`src/rtl/shift_sequencer.sv`:
```
// Multi-cycle 32-bit shifter: sequences a bank of 8:1 mux cells, up to 7 bit positions per cycle.
// Optional rotate-right on op=11 when SHIFT_ROTATE_EN is defined; otherwise op=11 is a logical right shift.

module mux81 (
    input  logic [7:0] d,
    input  logic [2:0] sel,
    output logic       y
);
    assign y = d[sel];
endmodule

// state | meaning
// IDLE  | waiting for start, dout holds last result
// SHIFT | one mux step per cycle until rem reaches zero
module shift_sequencer #(
    parameter int WIDTH = 32
) (
    input  logic             clk,
    input  logic             rst,
    input  logic             start,
    input  logic [1:0]       op,
    input  logic [WIDTH-1:0] din,
    input  logic [4:0]       shamt,
    output logic [WIDTH-1:0] dout,
    output logic             done,
    output logic             busy
);
    typedef enum logic {IDLE, SHIFT} state_t;

    state_t           state, state_nxt;
    logic [WIDTH-1:0] data, data_nxt;
    logic [4:0]       rem, rem_nxt, rem_left;
    logic [1:0]       opl, opl_nxt;
    logic             sign, sign_nxt;
    logic [WIDTH-1:0] dout_nxt;
    logic             done_nxt;
    logic [2:0]       sel;
    logic [WIDTH-1:0] mux_out;

    assign sel      = (rem > 5'd7) ? 3'd7 : rem[2:0];
    assign rem_left = rem - {2'b00, sel};

    // Mux input j of cell i is the source bit for a shift by j positions.
    for (genvar i = 0; i < WIDTH; i++) begin : g_bit
        logic [7:0] d;
        for (genvar j = 0; j < 8; j++) begin : g_in
            logic sll_b, srl_b, sra_b;
            if (i >= j) begin : g_sll
                assign sll_b = data[i-j];
            end else begin : g_sll_fill
                assign sll_b = 1'b0;
            end
            if (i + j <= WIDTH - 1) begin : g_sr
                assign srl_b = data[i+j];
                assign sra_b = data[i+j];
            end else begin : g_sr_fill
                assign srl_b = 1'b0;
                assign sra_b = sign;
            end
`ifdef SHIFT_ROTATE_EN
            assign d[j] = (opl == 2'b11) ? data[(i+j) % WIDTH] :
                          (opl == 2'b00) ? sll_b :
                          (opl == 2'b10) ? sra_b : srl_b;
`else
            assign d[j] = (opl == 2'b00) ? sll_b :
                          (opl == 2'b10) ? sra_b : srl_b;
`endif
        end
        mux81 u_mux (.d(d), .sel(sel), .y(mux_out[i]));
    end

    always_comb begin
        state_nxt = state;
        data_nxt  = data;
        rem_nxt   = rem;
        opl_nxt   = opl;
        sign_nxt  = sign;
        dout_nxt  = dout;
        done_nxt  = 1'b0;
        case (state)
            IDLE: begin
                if (start) begin
                    data_nxt  = din;
                    rem_nxt   = shamt;
                    opl_nxt   = op;
                    sign_nxt  = din[WIDTH-1];
                    state_nxt = SHIFT;
                end
            end
            SHIFT: begin
                data_nxt = mux_out;
                rem_nxt  = rem_left;
                if (rem_left == 5'd0) begin
                    dout_nxt  = mux_out;
                    done_nxt  = 1'b1;
                    state_nxt = IDLE;
                end
            end
            default: state_nxt = IDLE;
        endcase
    end

    always_ff @(posedge clk) begin
        if (rst) begin
            state <= IDLE;
            data  <= '0;
            rem   <= '0;
            opl   <= '0;
            sign  <= 1'b0;
            dout  <= '0;
            done  <= 1'b0;
        end else begin
            state <= state_nxt;
            data  <= data_nxt;
            rem   <= rem_nxt;
            opl   <= opl_nxt;
            sign  <= sign_nxt;
            dout  <= dout_nxt;
            done  <= done_nxt;
        end
    end

    assign busy = (state == SHIFT);

endmodule

```
`config.mk`:
```
export PLATFORM = sky130hd
export DESIGN_NAME = shift_sequencer
export DESIGN_NICKNAME = d
export VERILOG_FILES = /design/src/rtl/shift_sequencer.sv
export SDC_FILE = /design/constraint.sdc
export NUM_CORES = 1
export LEC_CHECK = 0
export ABC_AREA = 0
export BUFFER_PORTS_ARGS = -buffer_cell sky130_fd_sc_hd__buf_2
export CAP_MARGIN = 20
export CORE_UTILIZATION = 54
export DETAILED_ROUTE_END_ITERATION = 10
export PLACE_DENSITY = 0.85
export REMOVE_ABC_BUFFERS = 1
export SLEW_MARGIN = 20
export SYNTH_ARGS = -nofsm -noshare
export SYNTH_HDL_FRONTEND = slang
export SYNTH_HIERARCHICAL = 1
export SYNTH_SLANG_ARGS = --single-unit
```
`constraint.sdc`:
```
create_clock -name clk -period 3.4 [get_ports clk]
set_clock_uncertainty 0.05 [all_clocks]
set_input_delay 0.85 -clock clk [delete_from_list [all_inputs] [get_ports clk]]
set_output_delay 0.85 -clock clk [all_outputs]
set_load 0.01 [all_outputs]
```
==> impl_metrics.toml, run 1 <==
[cells_and_area]
fillers = 928
stdcell_area_sq_um = 7320
nets = 840
drive_above_1_share_pct = 17.8
layout_commonest_cell = "nand2_1"
postLayoutCoreUtil_pct = 63.0
layout_common_cells = "nand2_1 (211), buf_2 (75), dfxtp_1 (73)"
synthToLayoutAreaGrowth_pct = 12.2
diodes = 0
fin_cells = 943

[clock_tree]
cts_tree = "built"
cts-root-buf = "clkbuf_16"
ctsResizeCount = 0
ctsHoldBuffers = 0
htree_num_levels = 3
path_clk_slew_ns = 0.06
numCtsBuffers = 9
postCtsSetupBuffers = 0
cts.sinks = 74
clk_latency_ns = 0.35
clockBufferDepth = 2

[critical_path]
cp_cell_sequence = "nor2_2 > buf_4 > nand2_1 > nand2_1 > mux4_1 > mux2_2 > a21oi_1 > nor2_1"
worstSetupPathType = "reg2reg"
cp_max_fo = 27
start_kind = "flop"
worstPathArrival_ns = 2.85
end_kind = "flop"
crit_top_cell = "nand2_1"
r2r_slack_ns = 0.73
path_depth = 8
cp_num_buf_inv = 1
r2r_end = "data[21]$_SDFFE_PP0P_"
cp-endpoint = "data[21]$_SDFFE_PP0P_"
critPathRequiredTime_ns = 3.58
path_delay_family = "multiplexers"
worstSetupStartpoint = "opl[0]$_SDFFE_PP0P_"
slowest_delay_ns = 0.60
crit_slowest_cell = "dfxtp_1"
reg2reg_depth = 8
r2r-start = "opl[0]$_SDFFE_PP0P_"

[synth]
synth-edff-count = 0
avgSynthCellArea_sq_um = 8.86
synth_area_sq_um = 6520
synth_ff_type = "dfxtp_1"
synth-seq-cells = 74
async_flop_share_pct = 0
yosysWarnings = 6
syn_inst = 736
synth-seq-area-share_pct = 22.7
synth_cell_types = 32

[floorplan]
die_x_um = 112
die_h_um = 112
ios = 76
die-area_sq_um = 12500
initial_core_util_pct = 56.2
coreArea_sq_um = 11600
rows = 39

[global_route]
grt.met2_usage_pct = 42.8
track_usage_pct = 27.6
use_met1_pct = 38.2
antenna_found_initial = 0
met3_usage_pct = 5.77
first_global_vias = 5621
grt_max_degree = 57
grt-ovfl-total = 0
busiest_layer = "met2"
grt_first_pass_wirelength_mm = 27.8

[drt]
drt_iter0_drc = 745
dr.pass1.iters = 8
wirelength_mm = 16.5
postRouteAntennaNets = 0
viasPerCell = 6.29
drc = 4
wl_per_cell_um = 17.5
vias = 5933

[place]
gp_congestion = 0.952
dpl.cell_count = 928
placed_area_sq_um = 7020
numPortBuffers = 75
hpwl_mm = 11.2

[timing]
tightest_slew_ns = 0.741
fmax_ghz = 0.374
final_hold_viol_count = 0
slew_viol_final = 0
post-route-min-period_ns = 2.67
period_share_pct = 78.6
relSlewSlack_pct = 50.3
holdWs_ns = 0.416
rsz0062_at_grt = "no"
setup_viol = 0

[pwr]
peakVddDrop_v = 0.000223
cellLeakagePower_nw = 4.25
powerDensity_nw_per_um2 = 422

[run_status]
status = "complete, but fails checks"
violations = "design-rule violations"

[min_path]
hold_class = "reg2reg"

[flow_run]
maxCapViolations = 0
## metal layers
metal,vias up,part of all wire [%]
li1,2760,-
met1,2787,44
met4,0,2.2
met3,52,8.9
met5,-,0
met2,334,45
## stage by stage
| stage | power (mW) | TNS, ns | setup WS [ns] |
|---|---|---|---|
| after CTS | 3.07 | 0 | 0.767 |
| after floorplan | 1.83 | -4.43 | -0.0746 |
| after global placement | 2.08 | 0 | 0.864 |
| final | 3.08 | 0 | 0.726 |
| after detailed placement | 2.11 | 0 | 0.798 |
| after global routing | 3.24 | 0 | 0.572 |
## cell families after synthesis
| group | count (synthesis) | share of synthesized area (%) |
|---|---|---|
| AOI/OAI and AO/OA | 76 | 6.35 |
| xor gates and xnor gates | 1 | 0.134 |
| adders and majority gates | 2 | 0.384 |
| buffers and inverters | 50 | 4.07 |
| DFF | 74 | 22.7 |
| muxes | 164 | 41.7 |
| and+or+nand+nor | 369 | 24.6 |
## power breakdown
part           switching (mW)  internal [mW]  total [mW]
clock                   0.378          0.581       0.959
combinational           0.580          0.563        1.14
sequential             0.0615          0.921       0.982
total                    1.02           2.07        3.08
## worst min-delay path by stage
stage,from,to,slack [ns],cells after the start
after CTS,dout[27]$_SDFFE_PP0P_,dout[27]$_SDFFE_PP0P_,0.42,2
after global routing,dout[1]$_SDFFE_PP0P_,dout[1]$_SDFFE_PP0P_,0.44,2
after floorplan,g_bit[25].g_in[7].sra_b$_SDFFE_PP0P_,g_bit[25].g_in[7].sra_b$_SDFFE_PP0P_,0.41,2
after detailed placement,dout[1]$_SDFFE_PP0P_,dout[1]$_SDFFE_PP0P_,0.41,2
after global placement,dout[5]$_SDFFE_PP0P_,dout[5]$_SDFFE_PP0P_,0.41,2
final,dout[27]$_SDFFE_PP0P_,dout[27]$_SDFFE_PP0P_,0.42,2
## registers in the layout, indices dropped and copies added, names as in the netlist
register,count
busy,1
rem,5
opl,2
data,32
dout,32
g_bit.g_in.sra_b,1
done,1
## Yosys cell counts (all sizes together) (2+ instances only)
cell type	count	area share, %
a21oi	35	2.7
inv	10	0.58
dfxtp	74	23
mux2	32	5.5
nor2	73	4.2
nand2	211	12
buf	20	2.3
or3	3	0.29
ha	2	0.38
a21o	2	0.23
o21ai	29	2.2
mux4	64	26
nor3	2	0.23
nand2b	64	6.1
mux2i	68	10
clkbuf	20	1.2
nor2b	9	0.86
or2	2	0.19
a211oi	8	0.92
## worst register-to-register path, cell delays in order (launching register included)
cell	delay, ns
dfxtp_1	0.60
nor2_2	0.18
buf_4	0.27
nand2_1	0.28
nand2_1	0.09
mux4_1	0.56
mux2_2	0.31
a21oi_1	0.15
nor2_1	0.06
## final cells by class
class	count	area, sq um	area share (%)
Clock buffer	10	239	3.27
Timing Repair Buffer	89	543	7.42
Tap cell	143	179	2.44
Multi-Input combinational cell	612	4780	65.3
Inverter	10	37.5	0.513
Clock inverter	5	55.1	0.752
Sequential cell	74	1480	20.3
No activity file was read; power rests on OpenSTA's default activity.
==> run 2: changes to the inputs <==
clock period = 2.3 ns   (was 3.4 ns; I/O delays follow)
==> run 2 against run 1 <==
- the flow still finishes with violations (design-rule violations)
- utilization rose by 3.0 points
- largest cell class unchanged
- power is 54% higher
- hold slack hardly changed
- flip-flop and latch count unchanged
- maximum frequency grew 21%
- routed wire length is 4.1% higher
- register-to-register slack worse by 0.64 ns
- clock power is 56% higher
- critical endpoint is now data[2]$_SDFFE_PP0P_
- final area increased by 4.7%
==> impl_metrics.toml, run 2 (synthesis results as in run 1) <==
[run_status]
status = "complete, but fails checks"
violations = "design-rule violations"

[pwr]
p_sw_mw = 1.52
p_int_mw = 3.22
powerDensity_nw_per_um2 = 618
p_total_mw = 4.74
cellLeakagePower_nw = 4.44
seqPwrFrac_pct = 30.5
peakVddDrop_v = 0.000388
p_comb_share_pct = 37.9
switching_share_pct = 32.0
p_clk_share_pct = 31.7

[clock_tree]
clockBufferDepth = 2
ctsResizeCount = 0
htree_num_levels = 3
cts-root-buf = "clkbuf_16"
cts.sinks = 74
numCtsBuffers = 9
cts_tree = "built"
clk_latency_ns = 0.34
postCtsSetupBuffers = 0
ctsHoldBuffers = 0
path_clk_slew_ns = 0.06

[global_route]
first_global_vias = 5620
grt-ovfl-total = 0
antenna_found_initial = 0
grt_max_degree = 107
grt_first_pass_wirelength_mm = 27.9
track_usage_pct = 27.8

[timing]
tightest_slew_ns = 0.480
final.setup.worst_slack_ns = 0.0835
final_hold_viol_count = 0
rsz0062_at_grt = "no"
holdWs_ns = 0.416
slew_viol_final = 0
finalSetupTns_ns = 0
relSlewSlack_pct = 68.0
period_share_pct = 96.4
setup_viol = 0
post-route-min-period_ns = 2.22
fmax_ghz = 0.451

[floorplan]
die-area_sq_um = 12500
rows = 39
initial_core_util_pct = 56.2
die_x_um = 112
coreArea_sq_um = 11600
ios = 76
die_h_um = 112

[drt]
drt_iter0_drc = 838
drc = 4
wl_per_cell_um = 17.5
dr.pass1.iters = 10
viasPerCell = 6.19
vias = 6050
wirelength_mm = 17.1
postRouteAntennaNets = 0

[cells_and_area]
layout_common_cells = "nand2_1 (211), buf_2 (75), nor2_1 (72), dfxtp_1 (72), mux2i_1 (68)"
synthToLayoutAreaGrowth_pct = 17.5
nets = 874
diodes = 0
drive_above_1_share_pct = 21.2
top_regs = "data x32, dout x32, rem x5"
stdcell_area_sq_um = 7660
layout_commonest_cell = "nand2_1"
fin_cells = 978
postLayoutCoreUtil_pct = 66.0
fillers = 895

[critical_path]
end_kind = "flop"
worstSetupPathType = "reg2reg"
reg2reg_depth = 7
start_kind = "flop"
worstPathArrival_ns = 2.38
critPathRequiredTime_ns = 2.46
cp_max_fo = 64

[min_path]
hold_class = "reg2reg"
hold_depth = 2

[flow_run]
maxCapViolations = 0

[place]
numPortBuffers = 75
dpl.cell_count = 961
hpwl_mm = 11.1
pre_cts_slack_ns = 0.0897
placed_area_sq_um = 7310
gp_congestion = 0.899
## run 2: changes by cell type in the layout (fill, tap and decap cells not counted), moves of 2 or more
cell	previous run	this run
buf_4	9	38
buf_12	5	8
clkbuf_8	1	4
clkbuf_1	0	2
clkinv_2	2	0
clkinvlp_4	2	0
## run 2: power by group through the flow
| stage | Sequential [mW] | Clock (mW) | Combinational [mW] |
|---|---|---|---|
| detailed placement | 1.46 | 0 | 1.72 |
| floorplan | 1.48 | 0 | 1.22 |
| finish | 1.44 | 1.50 | 1.79 |
| CTS | 1.44 | 1.53 | 1.74 |
| global placement | 1.46 | 0 | 1.68 |
| global route | 1.45 | 1.59 | 1.93 |
## run 2: critical path, cell delays in order (launching register included)
cell and delay [ns]:
dfxtp_1 0.31, buf_4 0.16, or3_2 0.51, buf_12 0.22, mux4_1 0.26, mux2_2 0.29
a21oi_1 0.18, nor2_1 0.08
## run 2: metal layers
layer / wire (um) / part of all wire, % / vias up / track usage (%)
met1: 7320 / 43 / 2836 / 38.4
met2: 7890 / 46 / 337 / 44.1
li1: - / - / 2833 / -
met4: 386 / 2.3 / 0 / 9.91
met3: 1540 / 9.0 / 44 / 4.46
met5: 0 / 0 / - / 0
## run 2: final cells by class
cell class | instances | area [sq um] | area share [%]
Tap cell | 143 | 179 | 2.33
Inverter | 10 | 37.5 | 0.490
Clock buffer | 15 | 288 | 3.75
Multi-Input combinational cell | 612 | 4790 | 62.5
Sequential cell | 74 | 1480 | 19.4
Clock inverter | 1 | 30.0 | 0.392
Timing Repair Buffer | 123 | 857 | 11.2
## run 2: final timing paths
| kind | start | endpoint | slack (ns) |
|---|---|---|---|
| setup / recovery | rem[4]$_SDFFE_PP0P_ | data[2]$_SDFFE_PP0P_ | 0.08 |
| hold / removal | dout[1]$_SDFFE_PP0P_ | dout[1]$_SDFFE_PP0P_ | 0.42 |
| setup reg to reg | rem[4]$_SDFFE_PP0P_ | data[2]$_SDFFE_PP0P_ | 0.08 |
| hold reg to reg | dout[1]$_SDFFE_PP0P_ | dout[1]$_SDFFE_PP0P_ | 0.42 |
==> run 3: changes to the inputs <==
ABC_AREA = unset   (was 0)
SYNTH_HIERARCHICAL = unset   (was 1)
==> run 3 against run 2 <==
- the run ends with negative setup slack left
- count of clock-buffer cells in the layout fell by 3
- die area decreased by 3.1%
- combinational power increased by 84%
- flip-flop and latch count unchanged
- final area is 6.1% higher
- sequential share of layout area fell by 0.99 points
- hold slack got worse by 0.0047 ns
- register-to-register slack lost 0.11 ns
- worst setup slack got worse by 0.11 ns
- cell count grew 11%
- area after synthesis fell by 3.1%
- critical path type unchanged
- largest cell class unchanged
- largest power group unchanged
==> impl_metrics.toml, run 3 <==
[cells_and_area]
fillers = 936
top_regs = "data x32, dout x32, rem x5"
layout_common_cells = "buf_4 (111), o21ai_0 (84), buf_2 (75)"
layout_commonest_cell = "buf_4"
nets = 982
diodes = 0
postLayoutCoreUtil_pct = 71.2
drive_above_1_share_pct = 31.5
stdcell_area_sq_um = 8130
synthToLayoutAreaGrowth_pct = 28.7

[drt]
vias = 7886
postRouteAntennaNets = 0
wirelength_mm = 26.6
viasPerCell = 7.26
drt_iter0_drc = 1074
drc = 0
dr.pass1.iters = 8
wl_per_cell_um = 24.5

[floorplan]
die-area_sq_um = 12100
die_h_um = 110
die_x_um = 110
ios = 76
coreArea_sq_um = 11400
initial_core_util_pct = 55.3
rows = 39

[run_status]
violations = "negative setup slack"
status = "complete, but fails checks"

[synth]
netlist_top_cells_count = "o21ai_0 (85), dfxtp_1 (74), a21oi_1 (65), clkbuf_1 (50), a211oi_1 (42)"
synth-edff-count = 0
synth_area_sq_um = 6320
async_flop_share_pct = 0
yosysTopAreaCellShare_pct = 23.4
synth_top_cell_by_area = "dfxtp_1"
synth-seq-area-share_pct = 23.4
yosysWarnings = 0
synth-seq-cells = 74
avgSynthCellArea_sq_um = 7.71
syn_inst = 820
yosysMostFrequentCell = "o21ai_0"
synth_ff_type = "dfxtp_1"
synth.area.top_cells = "dfxtp_1 (23%), o21ai_0 (6.7%), a21oi_1 (5.1%)"
synth_cell_types = 80

[clock_tree]
ctsHoldBuffers = 0
cts-root-buf = "clkbuf_16"
htree_num_levels = 3
clk_latency_ns = 0.35
cts.sinks = 74
clockBufferDepth = 2
path_clk_slew_ns = 0.06
numCtsBuffers = 9
cts_tree = "built"

[place]
placed_area_sq_um = 7560
hpwl_mm = 18.7
numPortBuffers = 75
gp_congestion = 1.00

[critical_path]
start_kind = "flop"
cp_num_buf_inv = 2
cp_cell_sequence = "buf_6 > or3_1 > buf_4 > a311oi_4 > nor3_1 > or4_1 > o2bb2ai_1"
cp_max_fo = 28
path_delay_family = "simple AND/OR/NAND/NOR gates"
slowest_delay_ns = 0.56
critPathRequiredTime_ns = 2.53
crit_slowest_cell = "or4_1"
worstSetupStartpoint = "rem[4]$_SDFFE_PP0P_"
end_kind = "flop"
worstSetupPathType = "reg2reg"
worstPathArrival_ns = 2.55
r2r-start = "rem[4]$_SDFFE_PP0P_"

[global_route]
grt_max_degree = 46
antenna_found_initial = 0
first_global_vias = 7280
grt-ovfl-total = 0
track_usage_pct = 44.3
grt_first_pass_wirelength_mm = 40.4

[timing]
final_hold_viol_count = 0
relSlewSlack_pct = 60.7
post-route-min-period_ns = 2.32
tightest_slew_ns = 0.587
final.setup.worst_slack_ns = -0.0225
fmax_ghz = 0.431
period_share_pct = 101
rsz0062_at_grt = "yes"
slew_viol_final = 0
setup_viol = 3

[flow_run]
maxCapViolations = 0

[pwr]
cellLeakagePower_nw = 3.21
p_total_mw = 6.54
powerDensity_nw_per_um2 = 804
peakVddDrop_v = 0.000648
p_clk_share_pct = 24.6
p_sw_mw = 2.68
p_comb_share_pct = 50.5
p_int_mw = 3.86
switching_share_pct = 40.9
seqPwrFrac_pct = 25.0

[min_path]
hold_class = "reg2reg"
hold_start = "dout[25]$_SDFFE_PP0P_"
## run 3: power groups by stage
stage / combinational (mW) / clock, mW / sequential [mW]
floorplan: 1.55 / 0 / 1.70
global placement: 3.01 / 0 / 1.63
detailed placement: 3.02 / 0 / 1.63
CTS: 3.07 / 1.60 / 1.61
global route: 3.49 / 1.65 / 1.64
finish: 3.30 / 1.61 / 1.63
## run 3: final timing paths
check	endpoint	slack (ns)	cells past startpoint
setup / recovery	dout[27]$_SDFFE_PP0P_	-0.02	7
hold / removal	dout[25]$_SDFFE_PP0P_	0.41	1
setup reg to reg	dout[27]$_SDFFE_PP0P_	-0.02	7
hold reg to reg	dout[25]$_SDFFE_PP0P_	0.41	1
## run 3: final cells by class
class	count	area, sq um	share of cell area, %
clock buffers	12	267	3.28
clock inverters	4	72.6	0.893
inverters	14	55.1	0.677
multi-input cells	632	4470	55.0
flip-flops and latches	74	1490	18.4
well taps	143	179	2.20
repair buffers	207	1590	19.5
## run 3: routing by layer
metal	vias up	part of all wire (%)	GRT usage, %
met2	629	43	64.0
li1	3473	-	-
met3	109	13	11.8
met1	3675	41	60.4
met5	-	0	0
met4	0	4.0	21.8
## run 3: worst reg2reg max path: stages, from the launching register on
cell and delay (ns):
dfxtp_4 0.36, buf_6 0.20, or3_1 0.43, buf_4 0.18, a311oi_4 0.24, nor3_1 0.07
or4_1 0.56, o2bb2ai_1 0.17
## run 3: logic make-up (layout without fill, tap and decap cells)
| logic type | Yosys count | in the layout | share of synthesized area [%] |
|---|---|---|---|
| DFF | 74 | 74 | 23.4 |
| muxes | 47 | 47 | 8.06 |
| and+or+nand+nor | 211 | 211 | 19.8 |
| buffers and inverters | 114 | 237 | 8.04 |
| AOI/OAI and AO/OA | 372 | 372 | 40.3 |
| adders and majority gates | 2 | 2 | 0.396 |
## run 3: what timing repair did
action / CTS / global route
endpoints found under the hold margin: 0 / 0
pin swaps: 2 / 5
buffers inserted: 1 / 3
endpoints found under the setup margin: 36 / 46
resized for setup: 16 / 33
gates cloned: 0 / 0
## run 3: metrics by stage
step	TNS (ns)	cells	setup slack, ns	hold slack, ns
after global routing	-1.22	1086	-0.0682	0.435
after floorplan	-86.16	720	-1.53	0.439
after global placement	-1.27	1066	-0.0648	0.389
after detailed placement	-5.46	1066	-0.227	0.392
after CTS	0	1083	0.00863	0.411
final	-0.0273	1086	-0.0225	0.411
